==> src/rtl/uart6551_dma.sv <==
// Wishbone initiator servicing a uart6551: programs CTRL/CMD after reset, then moves bytes on DRQ.
// Optional timeout watchdog and sticky err_o enabled by defining UART6551_DMA_TIMEOUT_EN.
module uart6551_dma #(
  parameter logic [31:0] pCtrlInit = 32'h0100_001E,
  parameter logic [31:0] pCmdInit  = 32'h0000_0009,
  parameter int unsigned pHoldoff  = 4,
  parameter int unsigned pTimeout  = 16
) (
  input  logic        clk_i,
  input  logic        rst_i,
  output logic        cyc_o,
  output logic        stb_o,
  output logic        we_o,
  output logic [3:0]  sel_o,
  output logic [1:0]  adr_o,
  output logic [31:0] dat_o,
  input  logic [31:0] dat_i,
  input  logic        ack_i,
  input  logic        rxDRQ_i,
  input  logic        txDRQ_i,
  input  logic        en_i,
  input  logic [7:0]  tx_dat_i,
  input  logic        tx_vld_i,
  output logic        tx_rdy_o,
  output logic [7:0]  rx_dat_o,
  output logic        rx_vld_o,
  input  logic        rx_rdy_i,
  output logic        init_done_o,
  output logic        err_o,
  input  logic        err_clr_i
);

  typedef enum logic [2:0] {
    S_INIT_CTRL,
    S_INIT_CMD,
    S_IDLE,
    S_RX_RD,
    S_TX_WR,
    S_HOLD
  } state_t;

  localparam logic [3:0] HOLD_LAST = 4'(pHoldoff - 1);

  state_t      r_state;
  logic        r_cyc;
  logic        r_we;
  logic [3:0]  r_sel;
  logic [1:0]  r_adr;
  logic [31:0] r_dat;
  logic [7:0]  r_rx_dat;
  logic        r_rx_vld;
  logic        r_init_done;
  logic [3:0]  r_hold;

  logic w_idle_en;
  logic w_rx_launch;
  logic w_tx_rdy;
  logic w_tx_launch;
  logic w_ack;
  logic w_timeout;
  logic w_unused;

  // Rx always wins the arbitration; tx is only offered when no read starts this cycle.
  assign w_idle_en   = (r_state == S_IDLE) && en_i;
  assign w_rx_launch = w_idle_en && rxDRQ_i && !r_rx_vld;
  assign w_tx_rdy    = w_idle_en && txDRQ_i && !w_rx_launch;
  assign w_tx_launch = w_tx_rdy && tx_vld_i;
  assign w_ack       = r_cyc && ack_i;
  assign w_unused    = ^{dat_i[31:8], err_clr_i};

`ifdef UART6551_DMA_TIMEOUT_EN
  localparam logic [7:0] TMO_LAST = 8'(pTimeout - 1);

  logic [7:0] r_tmo;
  logic       r_err;

  assign w_timeout = r_cyc && !ack_i && (r_tmo == TMO_LAST);

  // NOTE: reset is synchronous, so it lives inside the clocked block and needs no sensitivity entry.
  always_ff @(posedge clk_i) begin
    if (rst_i) begin
      r_tmo <= '0;
      r_err <= 1'b0;
    end else begin
      r_tmo <= (!r_cyc || ack_i) ? 8'd0 : r_tmo + 8'd1;
      if (w_timeout)      r_err <= 1'b1;
      else if (err_clr_i) r_err <= 1'b0;
    end
  end

  assign err_o = r_err;
`else
  assign w_timeout = 1'b0;
  assign err_o     = 1'b0;
`endif

  // NOTE: all state updates use non-blocking assignments so every register sees pre-edge values.
  always_ff @(posedge clk_i) begin
    if (rst_i) begin
      r_state     <= S_INIT_CTRL;
      r_cyc       <= 1'b0;
      r_we        <= 1'b0;
      r_sel       <= '0;
      r_adr       <= '0;
      r_dat       <= '0;
      r_rx_dat    <= '0;
      r_rx_vld    <= 1'b0;
      r_init_done <= 1'b0;
      r_hold      <= '0;
    end else begin
      if (r_rx_vld && rx_rdy_i) r_rx_vld <= 1'b0;

      case (r_state)
        S_INIT_CTRL: begin
          if (!r_cyc) begin
            r_cyc <= 1'b1;
            r_we  <= 1'b1;
            r_adr <= 2'd3;
            r_sel <= 4'hF;
            r_dat <= pCtrlInit;
          end else if (w_ack) begin
            r_cyc   <= 1'b0;
            r_state <= S_INIT_CMD;
          end else if (w_timeout) begin
            r_cyc <= 1'b0;
          end
        end

        S_INIT_CMD: begin
          if (!r_cyc) begin
            r_cyc <= 1'b1;
            r_we  <= 1'b1;
            r_adr <= 2'd2;
            r_sel <= 4'hF;
            r_dat <= pCmdInit;
          end else if (w_ack) begin
            r_cyc       <= 1'b0;
            r_init_done <= 1'b1;
            r_hold      <= '0;
            r_state     <= S_HOLD;
          end else if (w_timeout) begin
            r_cyc <= 1'b0;
          end
        end

        S_IDLE: begin
          if (w_rx_launch) begin
            r_cyc   <= 1'b1;
            r_we    <= 1'b0;
            r_adr   <= 2'd0;
            r_sel   <= 4'h1;
            r_state <= S_RX_RD;
          end else if (w_tx_launch) begin
            r_cyc   <= 1'b1;
            r_we    <= 1'b1;
            r_adr   <= 2'd0;
            r_sel   <= 4'h1;
            r_dat   <= {24'h0, tx_dat_i};
            r_state <= S_TX_WR;
          end
        end

        S_RX_RD: begin
          if (w_ack) begin
            r_cyc    <= 1'b0;
            r_rx_dat <= dat_i[7:0];
            r_rx_vld <= 1'b1;
            r_hold   <= '0;
            r_state  <= S_HOLD;
          end else if (w_timeout) begin
            r_cyc   <= 1'b0;
            r_hold  <= '0;
            r_state <= S_HOLD;
          end
        end

        S_TX_WR: begin
          if (w_ack || w_timeout) begin
            r_cyc   <= 1'b0;
            r_hold  <= '0;
            r_state <= S_HOLD;
          end
        end

        S_HOLD: begin
          // Gives the UART time to drop its DRQ before it is sampled again.
          if (r_hold == HOLD_LAST) r_state <= S_IDLE;
          else                     r_hold  <= r_hold + 4'd1;
        end

        default: r_state <= S_INIT_CTRL;
      endcase
    end
  end

  assign cyc_o       = r_cyc;
  assign stb_o       = r_cyc;
  assign we_o        = r_we;
  assign sel_o       = r_sel;
  assign adr_o       = r_adr;
  assign dat_o       = r_dat;
  assign tx_rdy_o    = w_tx_rdy;
  assign rx_dat_o    = r_rx_dat;
  assign rx_vld_o    = r_rx_vld;
  assign init_done_o = r_init_done;

endmodule

==> config.mk <==
export PLATFORM = sky130hd
export DESIGN_NAME = uart6551_dma
export DESIGN_NICKNAME = d
export VERILOG_FILES = /design/src/rtl/uart6551_dma.sv
export SDC_FILE = /design/constraint.sdc
export NUM_CORES = 1
export LEC_CHECK = 0
export CORE_UTILIZATION = 40
export CTS_CLUSTER_DIAMETER = 120
export DETAILED_ROUTE_END_ITERATION = 8
export PLACE_DENSITY_LB_ADDON = 0.2
export SLEW_MARGIN = 30
export SYNTH_ARGS = -nofsm -noshare
export SYNTH_HDL_FRONTEND = slang
export SYNTH_SLANG_ARGS = --single-unit
export TNS_END_PERCENT = 10
==> constraint.sdc <==
create_clock -name clk_i -period 2.2 [get_ports clk_i]
set_input_delay 0.33 -clock clk_i [delete_from_list [all_inputs] [get_ports clk_i]]
set_output_delay 0.33 -clock clk_i [all_outputs]
set_load 0.05 [all_outputs]
==> results of run 1 <==
-- synth_stat cells (2+ instances only) --
master | count | share of area, %
a211oi_1 | 2 | 0.89
a21o_1 | 2 | 0.89
a21oi_1 | 18 | 5.3
a31o_2 | 2 | 1.0
and2_1 | 2 | 0.74
buf_1 | 2 | 0.44
buf_2 | 2 | 0.59
buf_4 | 30 | 13
clkbuf_1 | 2 | 0.44
dfxtp_1 | 32 | 38
inv_1 | 6 | 1.3
mux2i_1 | 10 | 5.9
nand2_1 | 11 | 2.4
nand3_1 | 9 | 2.7
nand3b_1 | 2 | 0.89
nand4_1 | 2 | 0.74
nor2_1 | 21 | 4.7
nor2b_1 | 3 | 1.1
nor3_1 | 5 | 1.5
o21ai_0 | 7 | 2.1
o31ai_1 | 3 | 1.3
o41ai_2 | 2 | 1.9
or3_1 | 3 | 1.1
-- path summary, 6_finish.rpt --
path | startpoint | endpoint | slack (ps)
worst max-delay path | cyc_o | cyc_o | 280
worst min register to register | we_o | we_o | 450
worst max register to register | r_state[2] | r_hold[2] | 510
worst min-delay path | we_o | we_o | 450
-- power breakdown --
part	internal, W	total, W	switching [W]
registers	0.000606	0.000629	0.0000232
clock network	0.000215	0.000422	0.000207
logic	0.000122	0.000393	0.000270
total	0.000943	0.00144	0.000501
-- cell families after synthesis --
kind of cell / Yosys count / synth area share (%)
buffers and inverters: 43 / 16.4
other: 1 / 0.221
and+or+nand+nor: 64 / 19.1
xor gates and xnor gates: 1 / 0.517
muxes: 10 / 5.91
adders and majority gates: 1 / 0.738
DFF: 32 / 37.8
AOI/OAI and AO/OA: 44 / 19.3
-- routing by layer --
layer / wire length (um) / track usage [%]
met1: 1590 / 21.6
met2: 1550 / 26.1
met3: 314 / 6.68
met4: 36 / 4.79
met5: 0 / 0
-- final cells by class --
cell class | count | area, um2 | area share (%)
clock inverter | 1 | 5.00 | 0.224
inverter | 6 | 22.5 | 1.01
sequential | 32 | 641 | 28.6
tap | 50 | 62.6 | 2.79
clock buffer | 6 | 72.6 | 3.24
multi-input combinational | 144 | 867 | 38.7
timing repair buffer | 57 | 568 | 25.4
-- placed cells by master, fill, tap and decap left out, drive strengths merged, types with 3 or more instances in the layout --
cell           instances
clkbuf                 6
a21oi                 18
nor3                   5
inv                    6
mux2i                 10
buf                    6
or3                    3
dfxtp                 32
nand2                 11
o31ai                  4
nand3                  9
clkdlybuf4s50         51
nor2                  21
nor2b                  3
o21ai                  7
conb                  24
-- registers in the layout, indices dropped and copies added, names as in the netlist --
signal,count
dat_o,9
rx_dat_o,8
r_hold,4
r_state,3
adr_o,2
sel_o,2
cyc_o,1
init_done_o,1
rx_vld_o,1
we_o,1
-- metrics by stage --
stage               power [W]  worst slack (ps)  cell area (um2)  std cells
global route          0.00152               248             2240        296
global placement      0.00103               412             2160        289
detailed placement    0.00104               406             2160        289
floorplan            0.000957               483             1780        219
finish                0.00144               282             2240        296
CTS                   0.00146               284             2240        296
==> summary.txt, run 1 <==
Floorplan
  – Core area: 4030 um2
  – Row cnt: 23
  – Num ports: 102
  – Die width: 67.1 um
  – Die outline area: 4500 um2
  – Die Ht: 67.1 um
  – Initial core utilization: 42.0%

Setup path
  – Critical Path RT: 1870 ps
  – WS Path Type: register to output port
  – Cells on worst reg2reg path: 4
  – Crit path depth: 1
  – Largest stage delay on the critical path: 850 ps
  – Slowest cell on the critical path: clkdlybuf4s50_1
  – Crit path cell chain: clkdlybuf4s50_1
  – CP Data Arrival Time: 1590 ps
  – CP top delay family: buffers and inverters
  – CP bufs+invs: 1
  – Critical Path Fanout Max: 7
  – Critical Path Source Type: register
  – Kind of end point of the critical path: output port

Cells and area
  – Layout cells sized above 1: 8.54%
  – ANT cells: 0
  – # fillers: 391
  – Fin nets: 296
  – Fin util: 55.6%
  – Area Growth Syn to Fin: 32.1%

Detailed routing
  – Post-Route WL: 3490 um
  – Routed len/inst: 11.8 um
  – Iter 0 DRT Violations: 57
  – Routed Antenna Nets: 0
  – First drt pass iteration count: 4
  – Vias per cell: 4.88
  – DR DRC count: 0
  – DR vias: 1443

STA
  – Final setup fails: 0
  – Rel. slew slack: 65.9%
  – Clk_skew: 6.69 ps
  – Final hold vios: 0
  – Final TNS setup: 0 ps
  – Worst slew pin tran: 509 ps
  – Post-layout min period: 1920 ps
  – RSZ-0062 raised after global routing: false
  – Fmax: 521 MHz
  – Fin crit share: 87.2%
  – Max Slew Vio Count: 0
  – Final hold slack: 445 ps

Synthesis
  – Mapped Cells: 196
  – EDFF count, synth: 0
  – Yosys cell types: 41
  – Syn Area/Cell: 8.64 um2
  – Async S/R FF share, synth: 0%
  – Sequential element share of the synthesized area: 37.8%
  – Synthesis Warnings: 0
  – Number of synthesized register bits: 32
  – Synthesized area: 1690 um2
  – Most used DFF post-synth: dfxtp_1

Clock network
  – Post-CTS resize count: 0
  – Root Buffer: clkbuf_8
  – Num Clock Sinks: 32
  – Clock Latency Late Sink: 280 ps
  – Clock Tree Buf Depth: 2
  – Clk slew on worst S/H paths: 60 ps
  – H-tree lvl count: 2
  – CTS tree: done
  – Hold_buf cts: 0
  – # Post-CTS Setup Buffers: 0
  – CTS buffer count: 5

Global route
  – First-pass GRT wire length: 5730 um
  – Largest net degree at the start of global routing: 21
  – Initial antenna violation count: 0
  – Total track usage: 17.0%
  – Vias in the first global route: 1260
  – Grt ovf: 0

Worst hold path
  – Worst hold path type: register to register
  – Hold depth: 2

Place
  – Number of port buffers: 52
  – DPL Wire Length: 2570 um
  – Global placer's final weighted congestion: 0.820

Power
  – VDD IR max: 270 uV
  – Pwr Density: 645 nW/um2
  – Leakage: 0.867 nW

Run
  – Max-cap viol count: 0

Run status
  – Status: completed
Power figures use the tool's default switching activity.
==> run 2: changes to the inputs <==
REMOVE_ABC_BUFFERS = 1   (was unset)
SLEW_MARGIN = unset   (was 30)
==> summary.txt, run 2 (synthesized netlist as in run 1, its figures left out) <==
Run status
  – Status: completed (unchanged)

Clock network
  – Clk slew on worst S/H paths: 70 ps (was 60 ps)
  – # Post-CTS Setup Buffers: 0 (unchanged)
  – CTS tree: done (unchanged)
  – Root Buffer: clkbuf_8 (unchanged)
  – Clock Latency Late Sink: 280 ps (about the same)
  – Hold_buf cts: 0 (unchanged)
  – CTS buffer count: 5 (unchanged)
  – H-tree lvl count: 2 (unchanged)
  – Post-CTS resize count: 0 (unchanged)
  – Clock Tree Buf Depth: 2 (unchanged)
  – Num Clock Sinks: 32 (unchanged)

Cells and area
  – Area Growth Syn to Fin: 34.0% (was 32.1%)
  – Most common cell after layout, fill and taps aside: clkdlybuf4s50_1 (unchanged)
  – Final std cells w/o fill: 298 (was 296)
  – Most frequent cells in the layout: 51 x clkdlybuf4s50_1, 32 x dfxtp_1, 24 x conb_1 (unchanged)
  – Reg area: 641 um2 (unchanged)
  – Max reg flops: 9 (unchanged)
  – Fin nets: 297 (was 296)
  – Layout cells sized above 1: 8.87% (was 8.54%)
  – Multi-input gate area: 862 um2 (was 867 um2)
  – # fillers: 384 (was 391)
  – ANT cells: 0 (unchanged)

Detailed routing
  – Routed Antenna Nets: 0 (unchanged)
  – Routed wl met3: 269 um (was 314 um)
  – Post-Route WL: 3520 um (was 3490 um)
  – Vias per cell: 4.88 (about the same)
  – DR DRC count: 0 (unchanged)
  – First drt pass iteration count: 4 (unchanged)
  – Iter 0 DRT Violations: 55 (was 57)
  – Top Metal Used: met4 (unchanged)
  – DR vias: 1454 (was 1443)
  – Wl on met1: 1630 um (was 1590 um)
  – WL met2: 1560 um (was 1550 um)
  – Routed len/inst: 11.8 um (about the same)

Worst hold path
  – Startpoint of the worst hold path: sel_o[0] (was we_o)
  – Worst hold path type: register to register (unchanged)
  – Hold depth: 2 (unchanged)
  – Worst Hold End: sel_o[0] (was we_o)

STA
  – Clk_skew: 3.75 ps (was 6.69 ps)
  – Final hold slack: 450 ps (was 445 ps)
  – Rel. slew slack: 64.0% (was 65.9%)
  – Final hold vios: 0 (unchanged)
  – Fmax: 522 MHz (was 521 MHz)
  – Post-layout min period: 1910 ps (was 1920 ps)
  – Max Slew Vio Count: 0 (unchanged)
  – RSZ-0062 raised after global routing: false (unchanged)
  – Final TNS setup: 0 ps (unchanged)
  – Final setup fails: 0 (unchanged)
  – Fin crit share: 87.0% (was 87.2%)
  – Worst slew pin tran: 536 ps (was 509 ps)

Setup path
  – Kind of end point of the critical path: output port (unchanged)
  – Cells on worst reg2reg path: 4 (unchanged)
  – Crit Reg-Reg Startpoint: r_state[2] (unchanged)
  – Largest stage delay on the critical path: 850 ps (about the same)
  – FF-to-FF setup slack: 540 ps (was 510 ps)
  – Slowest cell on the critical path: clkdlybuf4s50_1 (unchanged)
  – WS Path Type: register to output port (unchanged)
  – Critical Path Source Type: register (unchanged)
  – Crit path cell chain: clkdlybuf4s50_1 (unchanged)
  – Critical Path Fanout Max: 7 (unchanged)
  – CP bufs+invs: 1 (unchanged)
  – R2R Path End: r_state[1] (was r_hold[2])
  – Critical Path RT: 1870 ps (about the same)
  – Worst setup path start: cyc_o (unchanged)
  – CP top delay family: buffers and inverters (unchanged)
  – CP Data Arrival Time: 1580 ps (was 1590 ps)

Place
  – DPL Wire Length: 2610 um (was 2570 um)
  – Number of port buffers: 52 (unchanged)
  – Global placer's final weighted congestion: 0.815 (was 0.820)
  – Placed insts: 290 (was 289)

Floorplan
  – Die outline area: 4500 um2 (unchanged)
  – Die width: 67.1 um (unchanged)
  – Row cnt: 23 (unchanged)
  – Core area: 4030 um2 (unchanged)
  – Die Ht: 67.1 um (unchanged)
  – Initial core utilization: 42.0% (unchanged)
  – Num ports: 102 (unchanged)

Global route
  – Grt ovf: 0 (unchanged)
  – Largest net degree at the start of global routing: 21 (unchanged)
  – First-pass GRT wire length: 5460 um (was 5730 um)
  – Total track usage: 16.4% (was 17.0%)
  – Initial antenna violation count: 0 (unchanged)
  – Vias in the first global route: 1199 (was 1260)

Run
  – Max-cap viol count: 0 (unchanged)

Power
  – VDD IR max: 479 uV (was 270 uV)
  – Pwr Density: 693 nW/um2 (was 645 nW/um2)
  – Leakage: 0.885 nW (was 0.867 nW)
## run 2: cell type report
cell class | instances | share of cell area (%)
clock buffers | 6 | 3.20
clock inverters | 2 | 1.54
inverters | 6 | 0.992
multi-input cells | 144 | 38.0
flip-flops and latches | 32 | 28.2
well taps | 50 | 2.75
repair buffers | 58 | 25.3
## run 2: worst max path at each step
stage,slack [ps],to,cells past startpoint
2_1_floorplan,-440,rx_dat_o[0],4
6_report,290,stb_o,1
3_3_place_gp,430,tx_rdy_o,4
4_1_cts,270,stb_o,1
3_5_place_dp,420,tx_rdy_o,4
5_1_grt,240,cyc_o,1
## run 2: report_power, final
group	leakage (nW)	internal, W	switching (W)
Clock	0.0552	0.000336	0.000216
Combinational	0.569	0.000123	0.000270
Sequential	0.262	0.000606	0.0000227
## run 2: stage by stage
stage	worst slack (ps)	power (W)	area (um2)	util, %
2_1_floorplan	-439	0.000906	1530	-
4_1_cts	269	0.00159	2270	56.4
3_3_place_gp	430	0.00103	2160	53.7
3_5_place_dp	425	0.00104	2160	53.7
5_1_grt	236	0.00164	2270	56.4
6_report	285	0.00157	2270	56.4
## run 2: metal layers
layer  vias up  global-route usage [%]
met3         5                    6.34
met4         0                    6.38
li1        734                       -
met2        56                    24.4
met5         -                       0
met1       659                    21.1
## run 2: tightest hold or removal path, stage by stage (launching register included)
cell	delay (ps)
dfxtp_1	310
inv_1	50
a21oi_1	50
